File: src/rtl/root_pifo_dequeue_scheduler_pkg.sv
// Shared definitions for the root PIFO dequeue scheduler.
// Contents: descriptor field positions, rank/address/stat widths, pop latency,
// starvation limit (only when ROOT_SCHED_STARVE_GUARD_EN is defined), and FSM state codes.
package root_pifo_dequeue_scheduler_pkg;

    localparam int unsigned BUFFER_ADDR_WIDTH        = 12;
    localparam int unsigned PIFO_RANK_WIDTH          = 19;
    localparam int unsigned PIFO_ROOT_WIDTH          = 32;
    localparam int unsigned ROOT_RANK_START_POS      = 12;
    localparam int unsigned ROOT_RANK_END_POS        = 30;
    localparam int unsigned ROOT_PIFO_INFO_VALID_POS = 31;
    localparam int unsigned STAT_WIDTH               = 32;

    // Cycles after a pop before the calendar top reflects the new head (>= 1).
    localparam int unsigned POP_LATENCY = 2;
    localparam int unsigned WAIT_WIDTH  = $clog2(POP_LATENCY + 1);

`ifdef ROOT_SCHED_STARVE_GUARD_EN
    // Consecutive bypasses over a valid calendar top before a pop is forced.
    localparam int unsigned STARVE_LIMIT = 8;
    localparam int unsigned STARVE_WIDTH = $clog2(STARVE_LIMIT + 1);
`endif

    localparam logic [0:0] ST_IDLE     = 1'b0;
    localparam logic [0:0] ST_POP_WAIT = 1'b1;

endpackage

File: src/rtl/root_pifo_dequeue_scheduler_rank_compare.sv
// root_rank_compare: extracts valid/rank from the arrival and calendar-top
// descriptors and decides whether the arrival may bypass the calendar.
// Ports:
//   arrival_meta  - arrival descriptor bits [valid:rank LSB]
//   top_meta      - calendar top descriptor bits [valid:rank LSB]
//   arrival_valid - arrival valid bit
//   top_valid     - calendar top valid bit
//   bypass_ok     - arrival valid and (no top, or strictly lower rank)
module root_rank_compare
    import root_pifo_dequeue_scheduler_pkg::*;
(
    input  logic [ROOT_PIFO_INFO_VALID_POS:ROOT_RANK_START_POS] arrival_meta,
    input  logic [ROOT_PIFO_INFO_VALID_POS:ROOT_RANK_START_POS] top_meta,
    output logic                                                arrival_valid,
    output logic                                                top_valid,
    output logic                                                bypass_ok
);

    logic [PIFO_RANK_WIDTH-1:0] arrival_rank;
    logic [PIFO_RANK_WIDTH-1:0] top_rank;

    assign arrival_valid = arrival_meta[ROOT_PIFO_INFO_VALID_POS];
    assign top_valid     = top_meta[ROOT_PIFO_INFO_VALID_POS];
    assign arrival_rank  = arrival_meta[ROOT_RANK_END_POS:ROOT_RANK_START_POS];
    assign top_rank      = top_meta[ROOT_RANK_END_POS:ROOT_RANK_START_POS];

    // Equal ranks go to the calendar so earlier-inserted work keeps its order.
    assign bypass_ok = arrival_valid & (~top_valid | (arrival_rank < top_rank));

endmodule

File: src/rtl/root_pifo_dequeue_scheduler.sv
// root_pifo_dequeue_scheduler: per-cycle choice between bypassing an arriving
// root descriptor to the output register, inserting it into the calendar PIFO,
// and popping the calendar top into the output register.
// Optional feature macro: ROOT_SCHED_STARVE_GUARD_EN (forces a calendar pop after
// a run of bypasses while the calendar holds work).
// Ports:
//   clk, rstn                 - clock, synchronous active-low reset
//   s_axis_pifo_info(_ready)  - arriving descriptor / accepted this cycle
//   s_axis_pifo_calandar_top  - calendar top descriptor
//   s_calendar_full           - calendar cannot take an insert
//   m_calendar_insert_en/data - insert strobe and descriptor
//   m_calendar_pop_en         - pop strobe
//   m_axis_out_data/valid     - registered output descriptor
//   m_axis_out_ready          - downstream accept
//   stat_bypass_cnt/pop_cnt   - wrapping event counters
module root_pifo_dequeue_scheduler
    import root_pifo_dequeue_scheduler_pkg::*;
(
    input  logic                       clk,
    input  logic                       rstn,
    input  logic [PIFO_ROOT_WIDTH-1:0] s_axis_pifo_info,
    output logic                       s_axis_pifo_info_ready,
    input  logic [PIFO_ROOT_WIDTH-1:0] s_axis_pifo_calandar_top,
    input  logic                       s_calendar_full,
    output logic                       m_calendar_insert_en,
    output logic [PIFO_ROOT_WIDTH-1:0] m_calendar_insert_data,
    output logic                       m_calendar_pop_en,
    output logic [PIFO_ROOT_WIDTH-1:0] m_axis_out_data,
    output logic                       m_axis_out_valid,
    input  logic                       m_axis_out_ready,
    output logic [STAT_WIDTH-1:0]      stat_bypass_cnt,
    output logic [STAT_WIDTH-1:0]      stat_pop_cnt
);

    logic                  arrival_valid;
    logic                  top_valid;
    logic                  bypass_ok;
    logic                  force_pop;
    logic                  slot_free;

    logic [0:0]            state_q, state_d;
    logic [WAIT_WIDTH-1:0] wait_q, wait_d;
    logic                  do_bypass, do_pop, do_insert;

    root_rank_compare u_rank_compare (
        .arrival_meta  (s_axis_pifo_info[ROOT_PIFO_INFO_VALID_POS:ROOT_RANK_START_POS]),
        .top_meta      (s_axis_pifo_calandar_top[ROOT_PIFO_INFO_VALID_POS:ROOT_RANK_START_POS]),
        .arrival_valid (arrival_valid),
        .top_valid     (top_valid),
        .bypass_ok     (bypass_ok)
    );

    assign slot_free = ~m_axis_out_valid | m_axis_out_ready;

`ifdef ROOT_SCHED_STARVE_GUARD_EN
    logic [STARVE_WIDTH-1:0] starve_q;

    assign force_pop = top_valid & (starve_q >= STARVE_WIDTH'(STARVE_LIMIT));

    // Counts bypasses that overtook a waiting calendar top; saturates at the limit.
    always_ff @(posedge clk) begin
        if (!rstn) begin
            starve_q <= '0;
        end else if (do_pop || !top_valid) begin
            starve_q <= '0;
        end else if (do_bypass && (starve_q < STARVE_WIDTH'(STARVE_LIMIT))) begin
            starve_q <= starve_q + STARVE_WIDTH'(1);
        end
    end
`else
    assign force_pop = 1'b0;
`endif

    // Next-state and strobe decode; all strobes are held low during reset.
    always_comb begin
        state_d   = state_q;
        wait_d    = wait_q;
        do_bypass = 1'b0;
        do_pop    = 1'b0;
        do_insert = 1'b0;
        case (state_q)
            ST_IDLE: begin
                if (slot_free && bypass_ok && !force_pop) begin
                    do_bypass = 1'b1;
                end else if (slot_free && top_valid) begin
                    do_pop    = 1'b1;
                    do_insert = arrival_valid & ~s_calendar_full;
                    state_d   = ST_POP_WAIT;
                    wait_d    = WAIT_WIDTH'(POP_LATENCY);
                end else begin
                    do_insert = arrival_valid & ~s_calendar_full;
                end
            end
            ST_POP_WAIT: begin
                // Calendar top is stale here: never bypass or pop against it.
                do_insert = arrival_valid & ~s_calendar_full;
                if (wait_q <= WAIT_WIDTH'(1)) begin
                    state_d = ST_IDLE;
                    wait_d  = '0;
                end else begin
                    wait_d  = wait_q - WAIT_WIDTH'(1);
                end
            end
            default: begin
                state_d = ST_IDLE;
                wait_d  = '0;
            end
        endcase
        if (!rstn) begin
            do_bypass = 1'b0;
            do_pop    = 1'b0;
            do_insert = 1'b0;
        end
    end

    assign s_axis_pifo_info_ready = do_bypass | do_insert;
    assign m_calendar_insert_en   = do_insert;
    assign m_calendar_insert_data = rstn ? s_axis_pifo_info : '0;
    assign m_calendar_pop_en      = do_pop;

    // State, output register and statistics.
    always_ff @(posedge clk) begin
        if (!rstn) begin
            state_q          <= ST_IDLE;
            wait_q           <= '0;
            m_axis_out_valid <= 1'b0;
            m_axis_out_data  <= '0;
            stat_bypass_cnt  <= '0;
            stat_pop_cnt     <= '0;
        end else begin
            state_q <= state_d;
            wait_q  <= wait_d;
            if (do_bypass) begin
                m_axis_out_valid <= 1'b1;
                m_axis_out_data  <= s_axis_pifo_info;
            end else if (do_pop) begin
                m_axis_out_valid <= 1'b1;
                m_axis_out_data  <= s_axis_pifo_calandar_top;
            end else if (m_axis_out_ready) begin
                m_axis_out_valid <= 1'b0;
            end
            if (do_bypass) stat_bypass_cnt <= stat_bypass_cnt + STAT_WIDTH'(1);
            if (do_pop)    stat_pop_cnt    <= stat_pop_cnt + STAT_WIDTH'(1);
        end
    end

endmodule

File: config.mk
export PLATFORM = sky130hd
export DESIGN_NAME = root_pifo_dequeue_scheduler
export DESIGN_NICKNAME = d
export VERILOG_FILES = /design/src/rtl/root_pifo_dequeue_scheduler_pkg.sv /design/src/rtl/root_pifo_dequeue_scheduler_rank_compare.sv /design/src/rtl/root_pifo_dequeue_scheduler.sv
export SDC_FILE = /design/constraint.sdc
export NUM_CORES = 1
export LEC_CHECK = 0
export CAP_MARGIN = 30
export CORE_UTILIZATION = 40
export DETAILED_ROUTE_END_ITERATION = 8
export PLACE_DENSITY = 0.72
export SKIP_LAST_GASP = 1
export SLEW_MARGIN = 10
export SYNTH_ARGS = -nofsm -noshare
export SYNTH_HDL_FRONTEND = slang
export SYNTH_SLANG_ARGS = --single-unit
File: constraint.sdc
create_clock -name clk -period 4.4 [get_ports clk]
set_input_delay 0.44 -clock clk [delete_from_list [all_inputs] [get_ports clk]]
set_output_delay 0.44 -clock clk [all_outputs]
set_load 0.005 [all_outputs]
==> impl_metrics.json <==
{
  "setup_tns_ps": 0,
  "ant_nets": 0,
  "synth_area_um2": 5670,
  "dpl.hpwl_um": 12700,
  "drc": 0,
  "fin_crit_ps": 3790,
  "syn_avg_cell_area_um2": 8.15,
  "crit_type": "in2out",
  "synth_area_leaders": "dfxtp_1 35%, o31ai_1 6.1%, ha_1 4.4%",
  "ys_dominant_reg_cell": "dfxtp_1",
  "grt_pass1_wl_um": 29400,
  "drt-total-wl_um": 18300,
  "hold_depth": 2,
  "final_util_pct": 58.2,
  "r2r_slack_ps": 1850,
  "cp.arrival_ps": 3350,
  "slowest_stage": "nor4_1",
  "io_buffers": 199,
  "cts-resized-gates": 0,
  "grt_pass1_vias": 5771,
  "viasPerCell": 5.88,
  "ys_seq_elements": 100,
  "dieHeight_um": 121,
  "fin_cells": 1048,
  "design_area_um2": 8080,
  "core_area_um2": 13900,
  "synth_top_area_share_pct": 35.3,
  "cts.path.max_buffers": 2,
  "reg2reg_depth": 6,
  "grt_max_degree": 71,
  "status": "complete, no violations",
  "ys_seq_area_share_pct": 35.3,
  "post_dp_cell_area_um2": 7790,
  "ys_warn_count": 0,
  "cp_num_buf_inv": 3,
  "synth.net_count": 784,
  "drive_gt1_share_pct": 5.88,
  "synthSimpleGateAreaFrac_pct": 28.8,
  "irDropWorstVdd_mv": 0.215,
  "io-pin-count": 200,
  "holdWs_ps": 470,
  "synth_edf_count": 0,
  "drtPass1Iterations": 7,
  "hp-class": "reg2reg",
  "vias": 6164,
  "cts.root.buffer_cell": "clkbuf_16",
  "synthAdderAreaFrac_pct": 4.41,
  "rsz0062_at_grt": "no",
  "period_share_pct": 86.2,
  "max_stage_delay_ps": 670,
  "wl_per_cell_um": 17.4,
  "synth_xor_area_share_pct": 0,
  "track_usage_pct": 24.9,
  "cts_sinks": 100,
  "antenna_found_initial": 0,
  "synth_compound_area_share_pct": 24.0,
  "path_clk_slew_ps": 60,
  "max-slew-margin-rel_pct": 38.5,
  "insertion_delay_ps": 350,
  "hold_path.startpoint": "stat_pop_cnt[31]",
  "finalHoldViolCount": 0,
  "crit_chain": "clkdlybuf4s50_1 -> inv_1 -> ha_1 -> a21oi_1 -> o21a_1 -> o221ai_1 -> nor4_1 -> nor2_1 -> a21oi_1 -> clkdlybuf4s50_1",
  "cp_top_family": "buffers and inverters",
  "power_leakage_nw": 2.75,
  "skew_ps": 6.58,
  "dieArea_um2": 14700,
  "cts_buffers": 9,
  "synthMuxAreaShare_pct": 1.59,
  "die_w_um": 121,
  "cts_hold_buf": 0,
  "fmaxAchievable_mhz": 264,
  "tritoncts": "done",
  "fin_nets": 952,
  "synth_top_area_cell": "dfxtp_1",
  "holdPathEnd": "stat_pop_cnt[31]",
  "timing.rr.start": "stat_bypass_cnt[2]",
  "antennaDiodeCount": 0,
  "yosysMostFrequentCell": "dfxtp_1",
  "start_util_pct": 40.9,
  "fillers": 1291,
  "synth_common_cells": "100 x dfxtp_1, 48 x clkbuf_1, 46 x o31ai_1",
  "dp_cells": 1033,
  "setup_violations": 0,
  "crit_fanout": 5,
  "synth_top_family_by_area": "simple AND/OR/NAND/NOR gates",
  "rows": 43,
  "worst_setup_path_end_kind": "output pin",
  "gp_congestion": 0.819,
  "yosys.cell_types.count": 42,
  "syn_inst": 696,
  "grt-ovfl-total": 0,
  "postCtsSetupBuffers": 0,
  "async_flop_share_pct": 0,
  "required_ps": 3960,
  "critPathLaunchType": "input pin",
  "r2r_end": "stat_bypass_cnt[25]",
  "tightest_slew_ps": 914,
  "power_density_nw_per_um2": 279,
  "area_growth_pct": 42.4,
  "drv_slew": 0,
  "h-tree-depth": 3,
  "drt_iter0_drc": 548,
  "cap_violations": 0
}
[cells by family (layout without fill, tap and decap cells)]
group	count (synthesis)	in the layout
AOI/OAI and AO/OA	186	186
adders and majority gates	20	20
buffers and inverters	88	260
DFF	100	100
muxes	9	9
and+or+nand+nor	293	293
[stage by stage]
step	total power, mW	setup WS (ps)
after global routing	2.34	285
after detailed placement	1.46	629
after floorplan	1.21	1750
after global placement	1.45	695
after CTS	2.26	608
final	2.25	606
[state kept, by name, indices dropped and copies added, names as in the netlist]
register,cells
stat_bypass_cnt,32
m_axis_out_data,32
state_q,1
wait_q,2
m_axis_out_valid,1
stat_pop_cnt,32
[report_power, final]
group          internal (mW)  switching (mW)  total, mW
clock network          0.453           0.353      0.806
logic                  0.233           0.242      0.475
registers              0.947          0.0254      0.973
[final cells by class]
| type | instances | area [µm²] | area share [%] |
|---|---|---|---|
| tap | 180 | 225 | 2.79 |
| multi-input combinational | 508 | 3350 | 41.5 |
| clock inverter | 4 | 50.0 | 0.619 |
| timing repair buffer | 212 | 2080 | 25.8 |
| sequential | 100 | 2000 | 24.8 |
| inverter | 33 | 124 | 1.53 |
| clock buffer | 11 | 243 | 3.00 |
[metal layers]
| metal | up-vias | share of wire (%) | GRT usage [%] |
|---|---|---|---|
| met5 | - | 0 | 0 |
| met4 | 0 | 2.0 | 9.26 |
| met3 | 28 | 6.6 | 5.17 |
| met2 | 220 | 48 | 41.6 |
| met1 | 2940 | 43 | 31.3 |
| li1 | 2976 | - | - |
[tightest hold or removal path, delay by kind of cell, from the launching register on]
family	cells	cell delay, ps
AND/OR/NAND/NOR	1	50
multiplexers	1	50
flip-flops	1	320
[how the worst max path moves through the flow]
stage / cells past startpoint / from / to / slack, ps
after floorplan: 9 / s_axis_pifo_calandar_top[26] / m_calendar_pop_en / 1750
after global placement: 10 / s_axis_pifo_calandar_top[26] / s_axis_pifo_info_ready / 700
after detailed placement: 10 / s_axis_pifo_calandar_top[24] / s_axis_pifo_info_ready / 630
after CTS: 10 / s_axis_pifo_calandar_top[24] / s_axis_pifo_info_ready / 610
after global routing: 10 / s_axis_pifo_calandar_top[24] / s_axis_pifo_info_ready / 290
final: 10 / s_axis_pifo_calandar_top[24] / s_axis_pifo_info_ready / 610
[layout by cell type (no fill, tap or decap), types with 8 or more instances in the layout]
master | netlist | routed
nor3_1 | 24 | 24
dfxtp_1 | 100 | 100
inv_1 | 33 | 33
o21ai_0 | 26 | 26
clkdlybuf4s50_1 | 0 | 198
a311oi_1 | 18 | 18
nand4_1 | 21 | 21
or3_1 | 8 | 8
a21oi_1 | 40 | 40
nor4_1 | 17 | 17
nand2b_1 | 34 | 34
nand2_1 | 42 | 42
clkbuf_16 | 0 | 9
o31ai_1 | 46 | 46
o311ai_0 | 25 | 25
nor2_1 | 41 | 39
o221a_2 | 13 | 13
and2_1 | 36 | 36
ha_1 | 20 | 20
buf_4 | 0 | 13
nand3_1 | 27 | 27
mux2i_1 | 9 | 9
or4_1 | 23 | 23
Power figures use the tool's default switching activity.
